===== src/rtl/mips_if_pkg.sv =====
// Shared types and constants for the MIPS instruction-fetch stage.
// Holds the fetch-queue entry layout and PC arithmetic helpers.
package mips_if_pkg;

    localparam int PC_W    = 12;
    localparam int INSTR_W = 32;

    localparam logic [INSTR_W-1:0] NOP = 32'h0000_0000;

    typedef struct packed {
        logic [PC_W-1:0]    pc_4;
        logic [INSTR_W-1:0] instruction;
    } fetch_entry_t;

    function automatic logic [PC_W-1:0] word_align(input logic [PC_W-1:0] addr);
        return addr & ~PC_W'(3);
    endfunction

    // Wraps modulo 4096, so 12'hFFC + 4 yields 12'h000.
    function automatic logic [PC_W-1:0] pc_plus4(input logic [PC_W-1:0] addr);
        return addr + PC_W'(4);
    endfunction

endpackage


===== src/rtl/fetch_queue.sv =====
// Small synchronous FIFO of fetch entries with flush; head is read straight
// from the storage flops so it carries no path from the push data.
module fetch_queue
    import mips_if_pkg::*;
#(
    parameter int  DEPTH = 2,
    localparam int PTR_W = (DEPTH > 1) ? $clog2(DEPTH) : 1,
    localparam int CNT_W = $clog2(DEPTH + 1)
) (
    input  logic             clk,
    input  logic             rst_n,
    input  logic             push,
    input  logic             pop,
    input  logic             flush,
    input  fetch_entry_t     push_entry,
    output fetch_entry_t     head,
    output logic [CNT_W-1:0] count
);

    fetch_entry_t     mem [DEPTH];
    logic [PTR_W-1:0] rd_ptr;
    logic [PTR_W-1:0] wr_ptr;
    logic             do_push;
    logic             do_pop;

    function automatic logic [PTR_W-1:0] ptr_inc(input logic [PTR_W-1:0] p);
        return (p == PTR_W'(DEPTH - 1)) ? '0 : p + PTR_W'(1);
    endfunction

    assign do_pop  = pop && (count != '0);
    // A push into a full queue is accepted only when the head leaves in the same cycle.
    assign do_push = push && ((count != CNT_W'(DEPTH)) || do_pop);
    assign head    = mem[rd_ptr];

    always_ff @(posedge clk or negedge rst_n) begin
        if (!rst_n) begin
            rd_ptr <= '0;
            wr_ptr <= '0;
            count  <= '0;
            for (int i = 0; i < DEPTH; i++) begin
                mem[i] <= '0;
            end
        end else if (flush) begin
            rd_ptr <= '0;
            wr_ptr <= '0;
            count  <= '0;
        end else begin
            if (do_push) begin
                mem[wr_ptr] <= push_entry;
                wr_ptr      <= ptr_inc(wr_ptr);
            end
            if (do_pop) begin
                rd_ptr <= ptr_inc(rd_ptr);
            end
            if (do_push && !do_pop) begin
                count <= count + CNT_W'(1);
            end else if (do_pop && !do_push) begin
                count <= count - CNT_W'(1);
            end
        end
    end

endmodule


===== src/rtl/if_fetch.sv =====
// Instruction-fetch stage: PC, issue credit, redirect/discard and fetch queue.
// Define IF_FETCH_STATS_EN to add the redirect_cnt / stall_cnt counters.
module if_fetch
    import mips_if_pkg::*;
#(
    parameter logic [PC_W-1:0] RESET_PC = 12'h000,
    parameter int              DEPTH    = 2
) (
    input  logic               clk,
    input  logic               rst_n,
    input  logic               go,
    input  logic               redirect,
    input  logic [PC_W-1:0]    redirect_pc,
    output logic               imem_req,
    output logic [PC_W-1:0]    imem_addr,
    input  logic [INSTR_W-1:0] imem_rdata,
    input  logic               imem_rvalid,
`ifdef IF_FETCH_STATS_EN
    output logic [15:0]        redirect_cnt,
    output logic [15:0]        stall_cnt,
`endif
    output logic               valid,
    output logic [PC_W-1:0]    pc_4,
    output logic [INSTR_W-1:0] instruction
);

    localparam int CNT_W = $clog2(DEPTH + 1);

    logic [PC_W-1:0]  fetch_pc;
    logic [PC_W-1:0]  req_addr_q;
    logic             inflight;
    logic             discard;
    logic             pop;
    logic             push;
    logic             issue;
    logic             still_inflight;
    logic [CNT_W-1:0] q_count;
    logic [CNT_W:0]   used;
    fetch_entry_t     head;
    fetch_entry_t     resp_entry;

    assign valid = (q_count != '0);
    assign pop   = go & valid;

    // Credit covers both queued words and the word still on its way back.
    assign used  = {1'b0, q_count} + (CNT_W+1)'(inflight) - (CNT_W+1)'(pop);
    // rst_n gates the request so it drops the moment reset is asserted.
    assign issue = rst_n & !redirect & (used < (CNT_W+1)'(DEPTH));

    assign imem_req  = issue;
    assign imem_addr = fetch_pc;

    assign push = imem_rvalid & inflight & !discard & !redirect;
    assign still_inflight = inflight & !imem_rvalid;

    always_comb begin
        resp_entry             = '0;
        resp_entry.pc_4        = pc_plus4(req_addr_q);
        resp_entry.instruction = imem_rdata;
    end

    always_ff @(posedge clk or negedge rst_n) begin
        if (!rst_n) begin
            fetch_pc   <= RESET_PC;
            req_addr_q <= RESET_PC;
            inflight   <= 1'b0;
            discard    <= 1'b0;
        end else begin
            if (redirect) begin
                fetch_pc <= word_align(redirect_pc);
            end else if (issue) begin
                fetch_pc <= pc_plus4(fetch_pc);
            end
            if (issue) begin
                req_addr_q <= fetch_pc;
            end
            inflight <= issue | still_inflight;
            // A response landing in the redirect cycle is already dropped by
            // the push gate; only a word still outstanding needs discarding.
            if (redirect) begin
                discard <= still_inflight;
            end else if (imem_rvalid) begin
                discard <= 1'b0;
            end
        end
    end

    fetch_queue #(
        .DEPTH(DEPTH)
    ) u_queue (
        .clk       (clk),
        .rst_n     (rst_n),
        .push      (push),
        .pop       (pop),
        .flush     (redirect),
        .push_entry(resp_entry),
        .head      (head),
        .count     (q_count)
    );

    assign pc_4        = valid ? head.pc_4 : '0;
    assign instruction = valid ? head.instruction : NOP;

`ifdef IF_FETCH_STATS_EN
    always_ff @(posedge clk or negedge rst_n) begin
        if (!rst_n) begin
            redirect_cnt <= '0;
            stall_cnt    <= '0;
        end else begin
            if (redirect && (redirect_cnt != 16'hFFFF)) begin
                redirect_cnt <= redirect_cnt + 16'd1;
            end
            if (valid && !go && (stall_cnt != 16'hFFFF)) begin
                stall_cnt <= stall_cnt + 16'd1;
            end
        end
    end
`endif

endmodule


===== config.mk =====
export PLATFORM = sky130hd
export DESIGN_NAME = if_fetch
export DESIGN_NICKNAME = d
export VERILOG_FILES = /design/src/rtl/mips_if_pkg.sv /design/src/rtl/fetch_queue.sv /design/src/rtl/if_fetch.sv
export SDC_FILE = /design/constraint.sdc
export NUM_CORES = 1
export LEC_CHECK = 0
export CORE_ASPECT_RATIO = 0.6
export CORE_MARGIN = 5
export CORE_UTILIZATION = 53
export CTS_CLUSTER_DIAMETER = 50
export DETAILED_ROUTE_END_ITERATION = 10
export HOLD_SLACK_MARGIN = 0.12
export PLACE_DENSITY = 0.81
export SYNTH_ARGS = -nofsm -noshare
export SYNTH_HDL_FRONTEND = slang
export SYNTH_HIERARCHICAL = 1
export SYNTH_SLANG_ARGS = --single-unit

===== constraint.sdc =====
create_clock -name clk -period 4.33 [get_ports clk]
set_clock_uncertainty 0.15 [all_clocks]
set_input_delay 0.866 -clock clk [delete_from_list [all_inputs] [get_ports clk]]
set_output_delay 0.866 -clock clk [all_outputs]
set_load 0.02 [all_outputs]

==> results.yml, run 1 <==
run_status:
  status: "finished clean"
cts:
  cts_root_buf: "clkbuf_16"
  cts_hold_buf: 0
  cts-buffers-inserted: 17
  clk_latency_ns: 0.40
  path_clk_slew_ns: 0.05
  cts_resized: 4
  ctsHtreeMaxLevel: 4
  cts_tree: "done"
  cts_setup_buffers: 0
  cts_sinks: 114
  cts_buffer_depth: 2
flow_run:
  maxCapViolCount: 0
detailed_routing:
  routed_wl_um: 12920
  vias: 3912
  drtPass1Iterations: 4
  route.detailed.drc: 0
  wl_per_cell_um: 18.04
  viasPerCell: 5.464
  drt_iter0_drc: 234
  drtAntennaViolNets: 0
setup_path:
  crit_fanout: 7
  endpoint_kind: "output port"
  worstSetupPathType: "in2out"
  crit_required_ns: 3.31
  cp-start-kind: "input pin"
  cp.arrival_ns: 3.19
placement:
  io_buffers: 102
  place.gp.congestion: 0.8341
  dp_hpwl_um: 8608
  dp.cells: 684
grt:
  grt_pass1_wl_um: 21450
  antenna_found_initial: 0
  grt_overflow: 0
  grt_usage: 0.2073
  first_global_vias: 4283
  grt_max_degree: 82
finish:
  nets: 617
  layout.cells.non_filler: 716
  area_delta_synth_final_pct: 32.25
  final_util: 0.7167
  antenna_cells: 0
  drive_above_1_share: 0.3258
power_and_ir_drop:
  leakage_nw: 3.470
  power.density_nw_per_um2: 495.3
  ir_drop_mv: 0.3622
logic_synthesis:
  synth_largest_area_cell: "dfrtp_1"
  avgSynthCellArea_um2: 12.80
  synthArstFlopShare: 1.000
  syn_area_um2: 5722
  synth_edf_count: 0
  netlist_top_cells_count: "114 x dfrtp_1, 93 x mux2_2, 47 x nor2b_1"
  ys_types: 42
  synth.most_common_cell: "dfrtp_1"
  synth-seq-cells: 114
  yosysSeqAreaShare: 0.4986
  synth_top_cells_by_area: "dfrtp_1 50%, mux2_2 18%, mux2_4 10%, nor2b_1 5.1%, nand2_1 2.4%"
  yosys.area.top_type_share: 0.4986
  synthCells: 447
  ys.flop_type: "dfrtp_1"
  yosys_warnings: 6
floorplanning:
  fp-row-count: 29
  die_area_um2: 13040
  die_w_um: 144.1
  pin_count: 107
  dieHeight_um: 90.48
  initial_core_util: 0.5419
  design.core.area_um2: 10560
hold_path:
  hold_class: "reg2reg"
sta:
  worst_slew_pin_slew_ns: 0.9929
  min_period_ns: 4.207
  final_hold_viol_count: 0
  max_slew_margin: 0.3381
  tns_ns: 0
  slew_violations: 0
  period_share: 0.9716
  fmax_ghz: 0.2377
  setup_violations: 0
## cell usage in the layout, fill, tap and decap left out, drive strengths merged, types with 2 or more instances in the layout
cell type / instances
mux2: 132
dfrtp: 114
clkdlybuf4s50: 100
nor2b: 47
nand2: 37
clkbuf: 21
buf: 17
o21ai: 11
nand3: 9
nor2: 8
o311ai: 8
inv: 7
xor2: 7
and3: 6
conb: 6
bufinv: 5
clkinv: 5
xnor2: 4
nor3: 4
nand2b: 3
ha: 3
a221o: 3
nand4: 2
nor3b: 2
mux2i: 2
a21oi: 2
nor4: 2
## routing by layer
layer / vias to the layer above / part of all wire / GRT usage
li1: 1799 / - / -
met1: 1996 / 0.46 / 0.2910
met2: 107 / 0.47 / 0.3170
met3: 10 / 0.060 / 0.04656
met4: 0 / 0.0075 / 0.07376
met5: - / 0 / 0
## metrics by stage
stage | area (µm²) | hold slack, ns | worst slack, ns | power [mW]
3_5_place_dp | 6927 | 0.3402 | -0.3830 | 2.248
6_report | 7567 | 0.3462 | 0.1229 | 3.748
5_1_grt | 7567 | 0.3631 | -0.01937 | 3.927
3_3_place_gp | 6927 | 0.3328 | -0.3092 | 2.201
4_1_cts | 7565 | 0.3534 | 0.06152 | 3.789
2_1_floorplan | 5741 | 0.3158 | 0.3482 | 1.985
## logic make-up (layout without fill, tap and decap cells)
group | Yosys count | count (layout) | synth area share
muxes | 134 | 134 | 0.2889
other | 1 | 6 | 0.0006554
DFF | 114 | 114 | 0.4986
adders and majority gates | 4 | 4 | 0.01006
xor gates and xnor gates | 11 | 11 | 0.01815
and+or+nand+nor | 124 | 124 | 0.1176
AOI/OAI and AO/OA | 28 | 28 | 0.03521
buffers and inverters | 31 | 156 | 0.03083
## path summary, 6_finish.rpt
check	slack [ns]	start	depth (start not counted)	endpoint
hold / removal	0.35	u_queue/mem[41]	1	u_queue/mem[41]
min in group asynchronous	0.39	rst_n	2	u_queue/mem[74]
setup reg to reg	1.10	u_queue/count[0]	11	imem_addr[9]
max in group asynchronous	2.22	rst_n	3	u_queue/rd_ptr
setup / recovery	0.12	go	10	imem_req
hold reg to reg	0.35	u_queue/mem[41]	1	u_queue/mem[41]
## power by group
part,internal (mW),switching (mW),leakage [nW],total (mW)
clock,1.05,0.459,0.317,1.50
combinational,0.515,0.272,1.68,0.786
sequential,1.30,0.158,1.47,1.46
total,2.86,0.889,3.47,3.75
## flip-flops by register name, summed over array words and instances, names as in the netlist
name,count
u_queue/wr_ptr,1
u_queue/mem,88
req_addr_q,10
discard,1
u_queue/rd_ptr,1
u_queue/count,2
imem_addr,10
inflight,1
## cell type report
cell class / instances / area (µm²)
multi-input combinational: 307 / 2731
clock inverter: 11 / 182.7
tap: 139 / 173.9
clock buffer: 21 / 460.4
sequential: 114 / 2854
inverter: 7 / 26.28
fill: 725 / 2992
timing repair buffer: 117 / 1139
## critical path: stages
cell and delay, ns:
clkdlybuf4s50_1 0.46, nor2b_1 0.14, buf_4 0.16, ha_1 0.23, nand2b_1 0.16, fa_2 0.36, xor2_2 0.19, or3_4 0.37
inv_1 0.08, buf_2 0.16
Note: power is estimated with default switching activity, not from simulation.
==> run 2: changes to the inputs <==
--- a/config.mk
+++ b/config.mk
@@ -5,7 +5,6 @@
 export SDC_FILE = /design/constraint.sdc
 export NUM_CORES = 1
 export LEC_CHECK = 0
-export CORE_ASPECT_RATIO = 0.6
 export CORE_MARGIN = 5
 export CORE_UTILIZATION = 53
 export CTS_CLUSTER_DIAMETER = 50
==> results.yml, run 2 (synthesized netlist as in run 1, its figures left out) <==
run_status:
  status: "finished clean"
sta:
  whs_ns: 0.3483
  worst_slew_pin_slew_ns: 0.8713
  period_share: 0.9607
  tns_ns: 0
  final_hold_viol_count: 0
  max_slew_margin: 0.4191
  rsz0062_at_grt: "no"
  slew_violations: 0
  fmax_ghz: 0.2404
  setup_violations: 0
  min_period_ns: 4.160
setup_path:
  crit_family: "simple AND/OR/NAND/NOR gates"
  cp_cell_sequence: "clkdlybuf4s50_1, nor2b_1, ha_1, nand2b_1, fa_1, xor2_2, or3_4, inv_1, clkbuf_2"
  cp.arrival_ns: 3.14
  worstSetupPathType: "in2out"
  crit_required_ns: 3.31
  crit_fanout: 2
  cpPeakStageDelay_ns: 0.44
  endpoint_kind: "output port"
  cp-start-kind: "input pin"
  cp_slowest_cell: "clkdlybuf4s50_1"
  cp_num_buf_inv: 3
grt:
  antenna_found_initial: 0
  grt_pass1_wl_um: 21280
  grt_max_degree: 62
  grt_usage: 0.2076
  grt_overflow: 0
  first_global_vias: 4273
detailed_routing:
  drt_iter0_drc: 222
  route.detailed.drc: 0
  viasPerCell: 5.354
  vias: 3828
  drtAntennaViolNets: 0
  routed_wl_um: 12480
  drtPass1Iterations: 7
  wl_per_cell_um: 17.45
power_and_ir_drop:
  power.density_nw_per_um2: 484.1
  leakage_nw: 3.435
  ir_drop_mv: 0.2390
finish:
  top_register: "u_queue/mem"
  area_delta_synth_final_pct: 31.20
  largest_reg_flops: 88
  finish.instance_area_um2: 7507
  layout.cells.non_filler: 715
  drive_above_1_share: 0.3200
  antenna_cells: 0
  mostFrequentLayoutCells: "113 x dfrtp_1, 100 x clkdlybuf4s50_1, 93 x mux2_2"
  layout_commonest_cell: "dfrtp_1"
  nets: 615
placement:
  io_buffers: 102
  dp.cells: 683
  place.gp.congestion: 0.8813
  place_area_um2: 6913
  dp_hpwl_um: 7877
cts:
  cts-buffers-inserted: 17
  cts_root_buf: "clkbuf_8"
  cts_hold_buf: 0
  cts_tree: "done"
  cts_buffer_depth: 2
  clk_latency_ns: 0.52
  ctsHtreeMaxLevel: 4
  path_clk_slew_ns: 0.05
  cts_sinks: 114
floorplanning:
  die_w_um: 113.9
  design.core.area_um2: 10700
  initial_core_util: 0.5349
  dieHeight_um: 113.9
  fp-row-count: 38
  pin_count: 107
  die_area_um2: 12970
hold_path:
  hold_class: "reg2reg"
flow_run:
  maxCapViolCount: 0
## run 2: repair_timing
action / CTS / global route
pin swaps: 0 / 0
setup buffers: 0 / 0
gates cloned: 0 / 0
setup endpoints to repair: 1 / 1
gates resized for setup: 2 / 1
## run 2: per-stage QoR
stage / total power, mW / util / setup WS, ns
detailed placement: 2.232 / 0.6462 / -0.2696
global route: 3.806 / 0.7018 / 0.09537
global placement: 2.191 / 0.6462 / -0.2353
CTS: 3.663 / 0.7022 / 0.02162
finish: 3.634 / 0.7018 / 0.1703
floorplan: 1.985 / - / 0.3482
## run 2: routing by layer
layer / routed length [µm] / share of wire / GRT usage / up-vias
li1: - / - / - / 1796
met1: 5732 / 0.46 / 0.2799 / 1925
met2: 5984 / 0.48 / 0.3310 / 94
met3: 647 / 0.052 / 0.06313 / 13
met4: 114 / 0.0091 / 0.05226 / 0
met5: 0 / 0 / 0 / -
## run 2: area by class of cell
type | instances | area [µm²]
fill | 749 | 3191
tap | 140 | 175.2
inverter | 7 | 26.28
sequential | 114 | 2854
timing repair buffer | 115 | 1124
clock inverter | 11 | 160.2
multi-input combinational | 307 | 2729
clock buffer | 21 | 439.2
## run 2: worst paths after layout
check                                 start              end  slack (ns)  cells after the start
min in group asynchronous             rst_n  u_queue/mem[30]        0.42                      2
hold reg to reg             u_queue/mem[47]  u_queue/mem[47]        0.35                      1
max in group asynchronous             rst_n   u_queue/rd_ptr        2.39                      3
setup reg to reg           u_queue/count[0]     imem_addr[9]        1.25                     10
hold / removal              u_queue/mem[47]  u_queue/mem[47]        0.35                      1
setup / recovery                         go         imem_req        0.17                      9
## run 2: report_power, final
group | total, mW | switching, mW | leakage (nW) | internal, mW
clock | 1.41 | 0.466 | 0.291 | 0.943
sequential | 1.45 | 0.154 | 1.47 | 1.30
combinational | 0.773 | 0.259 | 1.67 | 0.513
## run 2: worst reg2reg max path, cell delays in order, from the launching register on
cell and delay (ns):
dfrtp_1 0.51, nor2_4 0.07, nor2b_1 0.17, ha_1 0.26, nand2b_1 0.15, fa_1 0.42
xor2_2 0.20, buf_4 0.16, o21ai_0 0.34, o21ai_0 0.18, a221o_2 0.35
